==> config.mk <==
export PLATFORM = sky130hd
export DESIGN_NAME = id_ex_hazard_reg
export DESIGN_NICKNAME = d
export VERILOG_FILES = /design/src/rtl/id_ex_hazard_reg_pkg.sv /design/src/rtl/id_ex_hazard_reg_load_use_detect.sv /design/src/rtl/id_ex_hazard_reg.sv
export SDC_FILE = /design/constraint.sdc
export NUM_CORES = 1
export LEC_CHECK = 0
export CORE_AREA = 2 2 141 143
export CTS_CLUSTER_SIZE = 24
export DETAILED_ROUTE_END_ITERATION = 8
export DIE_AREA = 0 0 143 145
export PLACE_DENSITY = 0.72
export SYNTH_ARGS = -nofsm -noshare
export SYNTH_HDL_FRONTEND = slang
export SYNTH_SLANG_ARGS = --single-unit
export TNS_END_PERCENT = 100
==> constraint.sdc <==
create_clock -name clk_i -period 6.5 [get_ports clk_i]
set_clock_uncertainty 0.15 [all_clocks]
set_input_delay 0.975 -clock clk_i [delete_from_list [all_inputs] [get_ports clk_i]]
set_output_delay 0.975 -clock clk_i [all_outputs]
set_load 0.03 [all_outputs]
==> src/rtl/id_ex_hazard_reg_pkg.sv <==
// Shared pipeline constants: forwarding selects, control-bundle bit map, x0 index.
package id_ex_hazard_reg_pkg;

  // EX-stage forwarding mux select encodings
  typedef enum logic [1:0] {
    Reg_src = 2'd0,
    EX_src  = 2'd1,
    MEM_src = 2'd2
  } fwd_src_e;

  // Decoded control bundle bit positions
  localparam int unsigned CTRL_MEM_READ   = 0;
  localparam int unsigned CTRL_MEM_WRITE  = 1;
  localparam int unsigned CTRL_REG_WRITE  = 2;
  localparam int unsigned CTRL_MEM_TO_REG = 3;
  localparam int unsigned CTRL_ALU_SRC    = 4;
  localparam int unsigned CTRL_ALU_OP_LO  = 5;
  localparam int unsigned CTRL_ALU_OP_HI  = 7;

  localparam logic [4:0] REG_ZERO = 5'd0;

  // True when an instruction actually reads src and src names the given rd
  function automatic logic src_match(input logic uses, input logic [4:0] src,
                                     input logic [4:0] rd);
    return uses && (src == rd);
  endfunction

endpackage

==> src/rtl/id_ex_hazard_reg_load_use_detect.sv <==
// Load-use hazard detection: a load in EX whose rd is read by the instruction in ID.
module load_use_detect
  import id_ex_hazard_reg_pkg::*;
(
  input  logic       ex_valid_i,
  input  logic       ex_mem_read_i,
  input  logic [4:0] ex_rd_addr_i,
  input  logic       id_valid_i,
  input  logic       id_uses_rs1_i,
  input  logic [4:0] id_rs1_addr_i,
  input  logic       id_uses_rs2_i,
  input  logic [4:0] id_rs2_addr_i,
  output logic       hazard_o
);

  // Hazard only for a real load writing a non-x0 register that ID consumes
  always_comb begin
    hazard_o = ex_valid_i && ex_mem_read_i && (ex_rd_addr_i != REG_ZERO) && id_valid_i &&
               (src_match(id_uses_rs1_i, id_rs1_addr_i, ex_rd_addr_i) ||
                src_match(id_uses_rs2_i, id_rs2_addr_i, ex_rd_addr_i));
  end

endmodule

==> src/rtl/id_ex_hazard_reg.sv <==
// ID/EX pipeline register with load-use bubble insertion, WB write-through
// bypass on capture, and a saturating bubble counter.
module id_ex_hazard_reg
  import id_ex_hazard_reg_pkg::*;
#(
  parameter int unsigned XLEN   = 32,
  parameter int unsigned CTRL_W = 8,
  parameter int unsigned CNT_W  = 16
) (
  input  logic              clk_i,
  input  logic              rst_i,
  input  logic              id_valid_i,
  input  logic [XLEN-1:0]   id_pc_i,
  input  logic [XLEN-1:0]   id_rs1_data_i,
  input  logic [XLEN-1:0]   id_rs2_data_i,
  input  logic [XLEN-1:0]   id_imm_i,
  input  logic [4:0]        id_rs1_addr_i,
  input  logic [4:0]        id_rs2_addr_i,
  input  logic [4:0]        id_rd_addr_i,
  input  logic              id_uses_rs1_i,
  input  logic              id_uses_rs2_i,
  input  logic [CTRL_W-1:0] id_ctrl_i,
  input  logic              flush_i,
  input  logic              wb_we_i,
  input  logic [4:0]        wb_rd_i,
  input  logic [XLEN-1:0]   wb_data_i,
  output logic              ex_valid_o,
  output logic [XLEN-1:0]   ex_pc_o,
  output logic [XLEN-1:0]   ex_rs1_data_o,
  output logic [XLEN-1:0]   ex_rs2_data_o,
  output logic [XLEN-1:0]   ex_imm_o,
  output logic [4:0]        ex_rs1_addr_o,
  output logic [4:0]        ex_rs2_addr_o,
  output logic [4:0]        ex_rd_addr_o,
  output logic [CTRL_W-1:0] ex_ctrl_o,
  output logic              stall_o,
  output logic [CNT_W-1:0]  bubble_cnt_o
);

  logic              valid_q,    valid_d;
  logic [XLEN-1:0]   pc_q,       pc_d;
  logic [XLEN-1:0]   rs1_data_q, rs1_data_d;
  logic [XLEN-1:0]   rs2_data_q, rs2_data_d;
  logic [XLEN-1:0]   imm_q,      imm_d;
  logic [4:0]        rs1_addr_q, rs1_addr_d;
  logic [4:0]        rs2_addr_q, rs2_addr_d;
  logic [4:0]        rd_addr_q,  rd_addr_d;
  logic [CTRL_W-1:0] ctrl_q,     ctrl_d;
  logic [CNT_W-1:0]  cnt_q,      cnt_d;

  logic              hazard;
  logic              capture;
  logic [XLEN-1:0]   rs1_fwd;
  logic [XLEN-1:0]   rs2_fwd;

  load_use_detect u_load_use_detect (
    .ex_valid_i    (valid_q),
    .ex_mem_read_i (ctrl_q[CTRL_MEM_READ]),
    .ex_rd_addr_i  (rd_addr_q),
    .id_valid_i    (id_valid_i),
    .id_uses_rs1_i (id_uses_rs1_i),
    .id_rs1_addr_i (id_rs1_addr_i),
    .id_uses_rs2_i (id_uses_rs2_i),
    .id_rs2_addr_i (id_rs2_addr_i),
    .hazard_o      (hazard)
  );

  // Stall IF/ID only when the hazard will actually be resolved by a bubble
  always_comb begin
    stall_o = hazard && !flush_i;
    capture = !flush_i && !hazard && id_valid_i;
  end

  // Write-through bypass: the regfile read in ID misses the write retiring in WB
  always_comb begin
    rs1_fwd = id_rs1_data_i;
    rs2_fwd = id_rs2_data_i;
    if (wb_we_i && (wb_rd_i != REG_ZERO) && (wb_rd_i == id_rs1_addr_i)) rs1_fwd = wb_data_i;
    if (wb_we_i && (wb_rd_i != REG_ZERO) && (wb_rd_i == id_rs2_addr_i)) rs2_fwd = wb_data_i;
  end

  // Next EX contents: an all-zero bubble unless the ID instruction is captured
  always_comb begin
    valid_d    = 1'b0;
    pc_d       = '0;
    rs1_data_d = '0;
    rs2_data_d = '0;
    imm_d      = '0;
    rs1_addr_d = '0;
    rs2_addr_d = '0;
    rd_addr_d  = '0;
    ctrl_d     = '0;
    if (capture) begin
      valid_d    = 1'b1;
      pc_d       = id_pc_i;
      rs1_data_d = rs1_fwd;
      rs2_data_d = rs2_fwd;
      imm_d      = id_imm_i;
      rs1_addr_d = id_rs1_addr_i;
      rs2_addr_d = id_rs2_addr_i;
      rd_addr_d  = id_rd_addr_i;
      ctrl_d     = id_ctrl_i;
    end
  end

  // Saturating count of hazard bubbles; flushed hazards are not counted
  always_comb begin
    cnt_d = cnt_q;
    if (stall_o && (cnt_q != '1)) cnt_d = cnt_q + CNT_W'(1);
  end

  // ID/EX state register
  always_ff @(posedge clk_i or posedge rst_i) begin
    if (rst_i) begin
      valid_q    <= 1'b0;
      pc_q       <= '0;
      rs1_data_q <= '0;
      rs2_data_q <= '0;
      imm_q      <= '0;
      rs1_addr_q <= '0;
      rs2_addr_q <= '0;
      rd_addr_q  <= '0;
      ctrl_q     <= '0;
      cnt_q      <= '0;
    end else begin
      valid_q    <= valid_d;
      pc_q       <= pc_d;
      rs1_data_q <= rs1_data_d;
      rs2_data_q <= rs2_data_d;
      imm_q      <= imm_d;
      rs1_addr_q <= rs1_addr_d;
      rs2_addr_q <= rs2_addr_d;
      rd_addr_q  <= rd_addr_d;
      ctrl_q     <= ctrl_d;
      cnt_q      <= cnt_d;
    end
  end

  assign ex_valid_o    = valid_q;
  assign ex_pc_o       = pc_q;
  assign ex_rs1_data_o = rs1_data_q;
  assign ex_rs2_data_o = rs2_data_q;
  assign ex_imm_o      = imm_q;
  assign ex_rs1_addr_o = rs1_addr_q;
  assign ex_rs2_addr_o = rs2_addr_q;
  assign ex_rd_addr_o  = rd_addr_q;
  assign ex_ctrl_o     = ctrl_q;
  assign bubble_cnt_o  = cnt_q;

endmodule

# Word level (Yosys, flattened, before mapping)

Index checks and enable logic that the tools add are counted.

Add/sub/neg operators: 1
Reductions and logical operators: 18
Muxes and demuxes: 11
Equality and inequality tests: 5

Operators by type and width:

| cell                    | number |
|---|---|
| $mux W32                | 6 |
| $eq A5 B5 Y1            | 4 |
| $add A16 B1 Y16 const B | 1 |
| $ne A16 B16 Y1 const B  | 1 |
| $mux W5                 | 3 |
| $logic_and A1 B1 Y1     | 13 |
| $reduce_bool A5 Y1      | 2 |
| $mux W8                 | 1 |
| $logic_not A1 Y1        | 2 |
| $logic_or A1 B1 Y1      | 1 |
| $mux W1                 | 1 |

Input port bits: 195
Word-level logic and storage cells: 45
Output and inout port bits: 169
Register bits after elaboration: 168

# Logic depth before layout (Yosys ltp)

Depth in word-level cells: 8
Depth in mapped cells: 9
Mapped depth without buffers: 7

# By module

Synthesis repeated with hierarchy kept, for this count alone.

Cells, all modules: 538
Area total of the unflattened synthesis: 6,601.3 um^2

By module, submodules not included:

| module           | seq. area each (um^2) | cells each | area an instance (um^2) | times used |
|---|---|---|---|---|
| id_ex_hazard_reg | 4,204.0               | 521        | 6,470.0                 | 1 |
| load_use_detect  | 0.0                   | 17         | 131.4                   | 1 |

# Least setup slack after synthesis

OpenSTA, ideal clock, no wires.

Path kind: input -> output
From: input port id_rs2_addr_i[2]
To: output port stall_o
Setup slack: 3,375 ps
Buffers on the path: 0
Stages: 5
Required time: 5,375 ps
Arrival time: 2,000 ps
Cell sequence: xnor2_1 > nand4_1 > o22ai_1 > nand2b_2 > nor2_1

Word-level cells in the longest chain between the ends: 5

RTL lines:

| item                | RTL line                               | source |
|---|---|---|
| start: declaration  | id_ex_hazard_reg.sv:18                 | `input logic [4:0] id_rs2_addr_i,` |
| $eq A5 B5 Y1        | id_ex_hazard_reg_pkg.sv:25             | `return uses && (src == rd);` |
| $logic_and A1 B1 Y1 | id_ex_hazard_reg_pkg.sv:25             |  |
| $logic_or A1 B1 Y1  | id_ex_hazard_reg_load_use_detect.sv:19 | `(src_match(id_uses_rs1_i, id_rs1_addr_i, ex_rd_addr_i) \|\|` |
| $logic_and A1 B1 Y1 | id_ex_hazard_reg_load_use_detect.sv:18 | `hazard_o = ex_valid_i && ex_mem_read_i && (ex_rd_addr_i != REG_ZERO) && id_valid_i &&` |
| $logic_and A1 B1 Y1 | id_ex_hazard_reg.sv:70                 | `stall_o = hazard && !flush_i;` |
| end: declaration    | id_ex_hazard_reg.sv:36                 | `output logic stall_o,` |

Every way passes these cells.

# Worst setup path after layout

From: input port id_rs2_addr_i[0]
To: output port stall_o

Same word-level chain as after synthesis.

==> reports/results.txt <==
Status -> complete, no violations
Total power -> 2.55 mW
Worst skew pair latency -> 0.42 ns
Setup TNS -> 0 ns
Slew headroom -> 38.6%
Worst path cell trace -> clkdlybuf4s50_1, xnor2_1, nand4_1, o22ai_1, nand2b_2, nor2_1, clkdlybuf4s50_1
Most frequent cells in the layout -> 363 x clkdlybuf4s50_1, 168 x dfrtp_1, 88 x and2_1
Vias -> 4961
Int Power -> 1.90 mW
Die height -> 145 µm
Min cycle time layout -> 4.16 ns
Core Region -> 19200 µm²
Switching pwr -> 0.647 mW
Avg Synthesized Cell Area -> 12.9 µm²
First-pass GRT wire length -> 28.7 mm
Syn nets -> 700
DP HPWL -> 14.5 mm
Worst VDD drop -> 200 µV
Fin crit share -> 64.0%
Min-delay worst type -> reg -> reg
Clk buf depth -> 2
CP arrival -> 3.04 ns
Final hold vios -> 0
Max cap viols -> 0
CTS Hold Buffers Added -> 0
Reg clk slew, reported paths -> 0.07 ns
Crit path largest cell delay -> 0.69 ns
Fin nets -> 1063
Setup violators final -> 0
Worst-Margin Slew -> 0.922 ns
Slowest-stage cell, CP -> clkdlybuf4s50_1
Worst-path maximum fanout -> 4
I/O pins -> 364
Vias in the first global route -> 5149
Initial antenna violation count -> 2
GRT Util Overall -> 18.4%
FILL cells -> 1654
Leakage -> 4.69 nW
Port buffer count -> 363
Synthesis-to-finish area growth -> 68.4%
Global route overflow -> 0
Starting Density -> 33.9%
Rows -> 51
Setup Fix Bufs, Post-CTS -> 0
Cells after synthesis -> 504
CP Capture Type -> output pin
Sequential area share after synthesis -> 64.5%
F_max -> 240 MHz
Die area -> 20700 µm²
Clock Sinks -> 168
Critical Path Source Type -> primary input
GP Congestion -> 0.818
Library cells used by synthesis -> 33
Post-CTS resize count -> 0
Root Buffer -> clkbuf_16
Final ANT Viol Nets -> 0
Placed insts -> 1113
Critical Path RT -> 5.37 ns
Sequential share of power -> 42.9%
Vias per cell -> 4.33
Final WL -> 19.2 mm
Synthesized cell area -> 6520 µm²
H-tree depth -> 4
Worst hold slack -> 0.343 ns
Routed wire length per instance -> 16.8 µm
Post-route DRC -> 0
Largest net degree at the start of global routing -> 89
Yosys Warn Count -> 0
Final Non-Filler Cells -> 1146
Sw Share -> 25.4%
Slew Viols, Final -> 0
Comb pwr share -> 14.8%
Synth Register Bits -> 168
Final design utilization -> 57.1%
Most common cell after layout, fill and taps aside -> clkdlybuf4s50_1
Die Wd -> 143 µm
P per Cell Area -> 232 nW/µm²
Initial DRT Pass Iterations -> 5
Most frequent CP cell -> clkdlybuf4s50_1
Share of cells above drive strength 1 -> 5.11%
Total CTS buffers -> 17
CP Class -> in -> out
Clk pwr share -> 42.3%
CTS tree -> yes
RSZ-0062 raised after global routing -> no
Iteration-0 DRC Markers -> 196
flip-flops by register name, summed over array words and instances (netlist names):
name and flops:
ex_rs1_addr_o 5, ex_rs2_data_o 32, bubble_cnt_o 16, ex_valid_o 1, ex_rs1_data_o 32, ex_rd_addr_o 5
ex_pc_o 32, ex_rs2_addr_o 5, ex_imm_o 32, ex_ctrl_o 8
final timing paths:
kind	from	end	slack, ns	cells past startpoint
max	id_rs2_addr_i[0]	stall_o	2.34	7
min	bubble_cnt_o[13]	bubble_cnt_o[13]	0.34	1
max reg2reg	ex_rd_addr_o[0]	ex_imm_o[0]	3.04	7
min reg2reg	bubble_cnt_o[13]	bubble_cnt_o[13]	0.34	1
max in group asynchronous	rst_i	ex_rs1_data_o[22]	4.14	3
min in group asynchronous	rst_i	ex_imm_o[24]	0.91	2
routing by layer:
metal / GRT usage (%) / wire length, µm / vias up
met3: 8.05 / 2040 / 19
met2: 32.0 / 9720 / 231
met4: 5.45 / 305 / 0
met1: 20.0 / 7140 / 2346
met5: 0 / 0 / -
li1: - / - / 2365
synthesized netlist by cell type:
master,number,area share [%]
and4_1,2,0.27
xor2_1,16,2.2
nand2_1,12,0.69
xnor2_1,17,2.3
and2_1,88,8.4
mux2_1,1,0.17
nor2_1,71,4.1
ha_1,1,0.19
nand2b_1,2,0.19
nor4_4,2,0.65
or3_1,1,0.096
nand4_1,7,0.67
nor3_1,3,0.23
and3_1,2,0.19
o22ai_1,1,0.096
o21ai_1,1,0.077
o31a_1,1,0.13
nand3b_4,1,0.31
inv_1,3,0.17
mux2i_1,64,9.8
nor4_1,5,0.48
or4_1,2,0.23
buf_4,2,0.23
buf_6,10,1.7
clkinv_2,1,0.077
clkbuf_2,5,0.38
nand3_1,4,0.31
dfrtp_1,168,65
nand2b_2,1,0.13
o21ai_2,1,0.13
buf_2,7,0.54
mux2_2,1,0.17
nand4b_1,1,0.13
cell families (layout without fill, tap and decap cells):
logic type	count (synthesis)	in the layout	synth area share, %
multiplexers	66	66	10.2
adder cells (fa/ha/maj)	1	1	0.192
buffers and inverters	28	404	3.13
XOR/XNOR	33	33	4.43
AO/OA/AOI/OAI	4	4	0.442
other	0	1	0
AND/OR/NAND/NOR	204	204	17.1
flip-flops	168	168	64.5
metrics by stage:
| step | worst slack (ns) | area, µm² |
|---|---|---|
| CTS | 2.29 | 11000 |
| global placement | 1.89 | 10300 |
| detailed placement | 1.81 | 10300 |
| floorplan | 0.828 | 6520 |
| global route | 2.07 | 11000 |
| finish | 2.34 | 11000 |
power groups by stage:
stage	clock (mW)	sequential, mW	combinational, mW
after global placement	0	1.11	0.379
after floorplan	0	1.19	0.0865
after detailed placement	0	1.11	0.382
after global routing	1.16	1.10	0.403
after CTS	1.11	1.09	0.384
final	1.08	1.09	0.377
cell type report:
type                    count  area (µm²)  area share (%)
diodes                      1        2.50          0.0228
repair buffers            368        3670            33.5
clock inverters            15         208            1.89
well taps                 265         332            3.02
inverters                   4        21.3           0.194
multi-input cells         308        2110            19.2
flip-flops and latches    168        4200            38.3
clock buffers              17         425            3.88
worst max-delay path: cells and delay by family:
kind	cells	cell delay (ns)
buffers and inverters	2	1.24
AND/OR/NAND/NOR	3	0.36
AO/OA/AOI/OAI	1	0.29
XOR/XNOR	1	0.16
Power figures use the tool's default switching activity.
